--- config.mk ---
export PLATFORM = sky130hd
export DESIGN_NAME = instr_exec_unit
export DESIGN_NICKNAME = d
export VERILOG_FILES = /design/src/rtl/instr_register_pkg.sv /design/src/rtl/instr_divider.sv /design/src/rtl/instr_exec_unit.sv
export SDC_FILE = /design/constraint.sdc
export NUM_CORES = 2
export LEC_CHECK = 0
export ABC_AREA = 1
export CAP_MARGIN = 15
export CORE_MARGIN = 4
export CORE_UTILIZATION = 50
export DETAILED_ROUTE_END_ITERATION = 12
export PLACE_DENSITY_LB_ADDON = 0.05
export SYNTH_ARGS = -nofsm -noshare
export SYNTH_HDL_FRONTEND = slang
export SYNTH_SLANG_ARGS = --single-unit
--- constraint.sdc ---
create_clock -name clk -period 11.75 [get_ports clk]
set_input_delay 2.35 -clock clk [delete_from_list [all_inputs] [get_ports clk]]
set_output_delay 2.35 -clock clk [all_outputs]
set_load 0.01 [all_outputs]
--- src/rtl/instr_register_pkg.sv ---
// Shared types for the instruction register and its execution unit:
// opcodes, operand/address/result types, execution FSM states and
// the divider step count.
package instr_register_pkg;

    typedef logic signed [31:0] operand_t;
    typedef logic        [4:0]  address_t;
    typedef logic signed [63:0] result_t;

    typedef enum logic [2:0] {
        ZERO  = 3'd0,
        PASSA = 3'd1,
        PASSB = 3'd2,
        ADD   = 3'd3,
        SUB   = 3'd4,
        MULT  = 3'd5,
        DIV   = 3'd6,
        MOD   = 3'd7
    } opcode_t;

    typedef enum logic [1:0] {
        IDLE   = 2'd0,
        DIVIDE = 2'd1,
        DONE   = 2'd2
    } exec_state_t;

    localparam int DIV_STEPS = 32;

    // True for the opcodes that go through the iterative divider
    function automatic logic is_div_op(opcode_t op);
        return (op == DIV) || (op == MOD);
    endfunction

endpackage

--- src/rtl/instr_divider.sv ---
// Restoring unsigned divider, one quotient bit per clock.
// The first step is taken on the start edge, so done rises after
// DIV_STEPS edges counting the start edge; quotient/remainder are valid
// while done is high. Operands are magnitudes; signs are handled by the
// caller.
module instr_divider
    import instr_register_pkg::*;
#(
    parameter int W = 32
) (
    input  logic         clk,
    input  logic         reset,
    input  logic         start,
    input  logic [W-1:0] dividend,
    input  logic [W-1:0] divisor,
    output logic         done,
    output logic [W-1:0] quotient,
    output logic [W-1:0] remainder
);

    localparam int CNT_W = $clog2(DIV_STEPS + 1);

    logic [W-1:0]     quo_q;
    logic [W-1:0]     rem_q;
    logic [W-1:0]     dvs_q;
    logic [CNT_W-1:0] count_q;
    logic             busy_q;

    // One restoring step: shift the next dividend bit into the partial
    // remainder and subtract the divisor if it fits. Since rem < dvs the
    // shifted value is below 2*dvs, so W+1 bits cover the difference.
    function automatic logic [2*W-1:0] div_step(logic [W-1:0] rem,
                                                logic [W-1:0] quo,
                                                logic [W-1:0] dvs);
        logic [W:0] shifted;
        logic [W:0] diff;
        shifted = {rem, quo[W-1]};
        diff    = shifted - {1'b0, dvs};
        if (!diff[W])
            return {diff[W-1:0], quo[W-2:0], 1'b1};
        else
            return {shifted[W-1:0], quo[W-2:0], 1'b0};
    endfunction

    // Step counter and partial quotient/remainder registers
    always_ff @(posedge clk) begin
        if (reset) begin
            quo_q   <= '0;
            rem_q   <= '0;
            dvs_q   <= '0;
            count_q <= '0;
            busy_q  <= 1'b0;
        end else if (start) begin
            {rem_q, quo_q} <= div_step('0, dividend, divisor);
            dvs_q          <= divisor;
            count_q        <= CNT_W'(1);
            busy_q         <= 1'b1;
        end else if (busy_q) begin
            if (count_q == CNT_W'(DIV_STEPS)) begin
                busy_q  <= 1'b0;
                count_q <= '0;
            end else begin
                {rem_q, quo_q} <= div_step(rem_q, quo_q, dvs_q);
                count_q        <= count_q + 1'b1;
            end
        end
    end

    assign done      = busy_q && (count_q == CNT_W'(DIV_STEPS));
    assign quotient  = quo_q;
    assign remainder = rem_q;

endmodule

--- src/rtl/instr_exec_unit.sv ---
// Execution unit behind the instruction register. Accepts one decoded
// instruction per handshake, executes simple ops in one cycle and
// DIV/MOD through the iterative divider, and holds a tagged result
// until the consumer takes it.
// Optional build macro INSTR_EXEC_STATS_EN adds saturating instruction
// and divide-by-zero counters as extra output ports.
module instr_exec_unit
    import instr_register_pkg::*;
#(
    parameter int OP_W  = 32,
    parameter int RES_W = 64,
    parameter int TAG_W = 5
) (
    input  logic                    clk,
    input  logic                    reset,
    input  logic                    instr_valid,
    output logic                    instr_ready,
    input  opcode_t                 opcode,
    input  logic signed [OP_W-1:0]  operand_a,
    input  logic signed [OP_W-1:0]  operand_b,
    input  logic [TAG_W-1:0]        instr_tag,
    output logic                    res_valid,
    input  logic                    res_ready,
    output logic signed [RES_W-1:0] result,
    output logic [TAG_W-1:0]        res_tag,
    output logic                    res_error
`ifdef INSTR_EXEC_STATS_EN
    ,
    output logic [15:0]             instr_count,
    output logic [15:0]             err_count
`endif
);

    exec_state_t       state_q;
    exec_state_t       state_d;
    logic              accept;
    logic              is_div;
    logic              div_by_zero;
    logic              div_start;
    logic              div_done;
    logic [OP_W-1:0]   div_quotient;
    logic [OP_W-1:0]   div_remainder;

    // Context of the division in flight, applied when the divider finishes
    logic [TAG_W-1:0]  pend_tag;
    logic              pend_mod;
    logic              pend_q_neg;
    logic              pend_r_neg;

    // Single-cycle ops, evaluated at result width so ADD/SUB/MULT never wrap
    function automatic logic signed [RES_W-1:0] simple_op(opcode_t op,
                                                          logic signed [OP_W-1:0] a,
                                                          logic signed [OP_W-1:0] b);
        logic signed [RES_W-1:0] ax;
        logic signed [RES_W-1:0] bx;
        ax = {{(RES_W-OP_W){a[OP_W-1]}}, a};
        bx = {{(RES_W-OP_W){b[OP_W-1]}}, b};
        case (op)
            PASSA:   return ax;
            PASSB:   return bx;
            ADD:     return ax + bx;
            SUB:     return ax - bx;
            MULT:    return ax * bx;
            default: return '0;
        endcase
    endfunction

    // Two's-complement magnitude; -2^(OP_W-1) maps to 2^(OP_W-1) unsigned
    function automatic logic [OP_W-1:0] magnitude(logic signed [OP_W-1:0] v);
        logic [OP_W-1:0] m;
        m = v;
        return v[OP_W-1] ? (~m + 1'b1) : m;
    endfunction

    // Restore signs: quotient negative when operand signs differ,
    // remainder takes the sign of the dividend
    function automatic logic signed [RES_W-1:0] div_fixup(logic is_mod,
                                                          logic q_neg,
                                                          logic r_neg,
                                                          logic [OP_W-1:0] q,
                                                          logic [OP_W-1:0] r);
        logic signed [RES_W-1:0] mag;
        logic                    neg;
        mag = is_mod ? {{(RES_W-OP_W){1'b0}}, r} : {{(RES_W-OP_W){1'b0}}, q};
        neg = is_mod ? r_neg : q_neg;
        return neg ? -mag : mag;
    endfunction

    assign is_div      = is_div_op(opcode);
    assign div_by_zero = (operand_b == '0);
    assign accept      = instr_valid && instr_ready;
    assign div_start   = accept && is_div && !div_by_zero;

    instr_divider #(
        .W (OP_W)
    ) u_divider (
        .clk       (clk),
        .reset     (reset),
        .start     (div_start),
        .dividend  (magnitude(operand_a)),
        .divisor   (magnitude(operand_b)),
        .done      (div_done),
        .quotient  (div_quotient),
        .remainder (div_remainder)
    );

    // FSM state register
    always_ff @(posedge clk) begin
        if (reset)
            state_q <= IDLE;
        else
            state_q <= state_d;
    end

    // FSM next state: an accept from IDLE or a consumed DONE picks the
    // op's path, so back-to-back instructions need no idle cycle
    always_comb begin
        state_d = state_q;
        case (state_q)
            IDLE: begin
                if (accept)
                    state_d = div_start ? DIVIDE : DONE;
            end
            DIVIDE: begin
                if (div_done)
                    state_d = DONE;
            end
            DONE: begin
                if (res_ready) begin
                    if (accept)
                        state_d = div_start ? DIVIDE : DONE;
                    else
                        state_d = IDLE;
                end
            end
            default: state_d = IDLE;
        endcase
    end

    // FSM outputs; res_ready feeds instr_ready combinationally
    always_comb begin
        instr_ready = (state_q == IDLE) || ((state_q == DONE) && res_ready);
        res_valid   = (state_q == DONE);
    end

    // Result register and pending-division context
    always_ff @(posedge clk) begin
        if (reset) begin
            result     <= '0;
            res_tag    <= '0;
            res_error  <= 1'b0;
            pend_tag   <= '0;
            pend_mod   <= 1'b0;
            pend_q_neg <= 1'b0;
            pend_r_neg <= 1'b0;
        end else if (accept) begin
            if (!is_div) begin
                result    <= simple_op(opcode, operand_a, operand_b);
                res_tag   <= instr_tag;
                res_error <= 1'b0;
            end else if (div_by_zero) begin
                result    <= '0;
                res_tag   <= instr_tag;
                res_error <= 1'b1;
            end else begin
                pend_tag   <= instr_tag;
                pend_mod   <= (opcode == MOD);
                pend_q_neg <= operand_a[OP_W-1] ^ operand_b[OP_W-1];
                pend_r_neg <= operand_a[OP_W-1];
            end
        end else if ((state_q == DIVIDE) && div_done) begin
            result    <= div_fixup(pend_mod, pend_q_neg, pend_r_neg,
                                   div_quotient, div_remainder);
            res_tag   <= pend_tag;
            res_error <= 1'b0;
        end
    end

`ifdef INSTR_EXEC_STATS_EN
    // Saturating increment so counters stick at full scale
    function automatic logic [15:0] sat_inc(logic [15:0] v);
        return (v == 16'hFFFF) ? v : v + 16'd1;
    endfunction

    // Accepted-instruction and divide-by-zero counters
    always_ff @(posedge clk) begin
        if (reset) begin
            instr_count <= '0;
            err_count   <= '0;
        end else begin
            if (accept)
                instr_count <= sat_inc(instr_count);
            if (accept && is_div && div_by_zero)
                err_count <= sat_inc(err_count);
        end
    end
`endif

endmodule

==> results.py <==
metrics = {
    "critical_path": {
        "crit_arrival_ns": 11.45,
        "crit_path_frequent_cell": "fa_1",
        "worstPathRequired_ns": 12.10,
        "setup.worst_path.end_class": "register",
        "path_max_fanout": 18,
        "crit_slowest_cell": "clkdlybuf4s50_1",
        "path_class": "in -> reg",
        "max_stage_delay_ns": 1.18,
        "start_kind": "input pin",
    },
    "global_routing": {
        "grtUsageTotal_pct": 39.71,
        "grt_pass1_vias": 53060,
        "grt_pass1_wl_um": 343000,
        "grt_max_degree": 80,
        "grt_overflow_total": 0,
        "grt_antenna_before_repair": 16,
    },
    "floorplan": {
        "initial_core_util_pct": 50.38,
        "num_rows": 122,
        "coreArea_um2": 110700,
        "pin_count": 148,
        "die_h_um": 341.9,
        "die-area_um2": 116900,
        "chipWidth_um": 341.9,
    },
    "timing": {
        "max_freq_ghz": 0.09005,
        "grt_setup_unrepaired": "no",
        "finalCritPeriodShare_pct": 94.51,
        "layout_min_cycle_time_ns": 11.10,
        "slew_headroom_pct": 17.91,
        "clock_skew_ns": 0.02697,
        "tns_ns": 0,
        "setup_violations": 0,
        "tightest_slew_ns": 1.228,
        "hold_violations": 0,
        "slew_viol_final": 0,
        "fin_ws_ns": 0.6450,
    },
    "min_path": {
        "hold_path.class": "reg -> reg",
    },
    "clock_network": {
        "cts_buffer_depth": 2,
        "cts_buffers": 17,
        "ctsHoldBuffers": 0,
        "cts_tree": "yes",
        "clk_latency_ns": 0.50,
        "numClockSinks": 183,
        "clk_pin_slew_ns": 0.07,
        "htree_num_levels": 4,
        "cts_root_buf": "clkbuf_16",
        "cts_setup_buffers": 0,
        "ctsResizeCount": 0,
    },
    "place": {
        "placed_cells_incl_taps": 9292,
        "hpwl_um": 191000,
        "gp_congestion": 1.081,
        "place_area_um2": 58680,
        "pre_cts_ws_ns": 0.3470,
        "io_buffers": 147,
    },
    "final_layout": {
        "fin_cells": 9336,
        "final_cell_mix": "inv_1 (1986), nand2_1 (1949), fa_1 (1085)",
        "nets": 9275,
        "syn_to_final_growth_pct": 6.409,
        "drive_gt1_share_pct": 4.070,
        "mostFrequentLayoutCell": "inv_1",
        "final_area_um2": 59330,
    },
    "logic_synthesis": {
        "syn_avg_cell_area_um2": 7.081,
        "synth_top_cell_area_share_pct": 38.96,
        "syn-instance-count": 7874,
        "yosysSeqAreaShare_pct": 6.570,
        "yosysWarnings": 0,
        "syn_area_um2": 55760,
        "synth_cell_types": 61,
        "synthTopCellsByArea": "fa_1 (39%), inv_1 (13%), nand2_1 (13%)",
        "synth_nets": 9325,
        "synth_edf_count": 0,
        "ys_seq_elements": 183,
        "synth_top_area_cell": "fa_1",
        "synthFlopType": "dfxtp_1",
        "synthArstFlopShare_pct": 0,
    },
    "detailed_routing": {
        "drc": 0,
        "viasPerCell": 5.564,
        "wl_per_cell_um": 24.59,
        "drt.antenna.violating_nets": 0,
        "vias": 51940,
        "wl_um": 229600,
        "dr.first_iter.drc_count": 5581,
        "dr.pass1.iters": 6,
    },
    "status": {
        "outcome": "complete, no violations",
    },
    "flow_run": {
        "cap_violations": 0,
    },
}
==> flip-flops by register name (all words and copies together), names as in the netlist, 2 cells and up <==
| register | cells |
|---|---|
| u_divider.remainder | 32 |
| result | 64 |
| state_q | 2 |
| pend_tag | 5 |
| u_divider.count_q | 6 |
| res_tag | 5 |
| u_divider.quotient | 32 |
| u_divider.dvs_q | 32 |
==> worst paths after layout <==
check	startpoint	end	slack (ns)	cells after the start
setup / recovery	operand_b[4]	result[35]	0.65	27
setup reg to reg	pend_mod	result[56]	7.60	13
hold / removal	u_divider.dvs_q[0]	u_divider.dvs_q[0]	0.47	2
hold reg to reg	u_divider.dvs_q[0]	u_divider.dvs_q[0]	0.47	2
==> area by class of cell <==
cell class | instances | area [um2]
fill | 11220 | 51340
antenna | 11 | 27.53
multi-input combinational | 5315 | 43120
timing repair buffer | 307 | 2542
clock buffer | 17 | 425.4
tap | 1488 | 1862
inverter | 2000 | 7507
sequential | 183 | 3665
clock inverter | 15 | 182.7
==> cell families (layout without fill, tap and decap cells) <==
| group | Yosys count | after routing | synth area share, % |
|---|---|---|---|
| AO/OA/AOI/OAI | 978 | 978 | 9.557 |
| other | 0 | 11 | 0 |
| multiplexers | 2 | 2 | 0.03591 |
| XOR/XNOR | 72 | 72 | 1.156 |
| AND/OR/NAND/NOR | 2888 | 2888 | 21.08 |
| buffers and inverters | 2376 | 2339 | 16.13 |
| flip-flops | 183 | 183 | 6.570 |
| adder cells (fa/ha/maj) | 1375 | 1375 | 45.46 |
==> worst max-delay path, delay by kind of cell <==
family                     cells  cell delay, ns
adders and majority gates      9            4.46
buffers and inverters          5            1.64
AOI/OAI and AO/OA              6            2.06
and+or+nand+nor                7            0.91
==> metal layers <==
| layer | GRT usage, % | vias up | wire length, um |
|---|---|---|---|
| li1 | - | 23210 | - |
| met5 | 0 | - | 53 |
| met4 | 21.88 | 8 | 16590 |
| met1 | 52.22 | 25690 | 90260 |
| met2 | 62.70 | 2536 | 102100 |
| met3 | 6.775 | 496 | 20550 |
==> Yosys cell counts (3+ instances only) <==
master	count
or2_2	27
a31oi_1	54
nand2_1	1949
nor3_2	3
a21oi_2	12
nor4_1	17
o221ai_1	5
and3_1	4
buf_2	18
o21ai_1	31
nor3_1	41
clkbuf_1	316
ha_1	290
o211ai_1	31
a211oi_1	4
a21oi_1	329
dfxtp_1	183
a21boi_0	9
nor2_1	446
clkinv_1	5
o21ai_2	6
o2111ai_1	3
fa_1	1085
o22ai_1	29
xor2_1	40
o21a_1	10
nor2_2	5
buf_1	34
buf_6	3
a21o_1	11
inv_1	1986
o21ai_0	419
inv_2	9
nand3b_1	19
o21bai_1	16
nand4_1	63
nand3_1	300
xnor2_1	31
==> stage by stage <==
stage | hold slack [ns] | utilization [%]
floorplan | 0.4322 | -
global placement | 0.4473 | 53.02
detailed placement | 0.4579 | 53.02
CTS | 0.4769 | 53.57
global route | 0.5075 | 53.60
finish | 0.4730 | 53.61
Power is left out: the tool's default activity adds up to more than one toggle a clock period on the data nets, which glitch-free logic cannot reach.
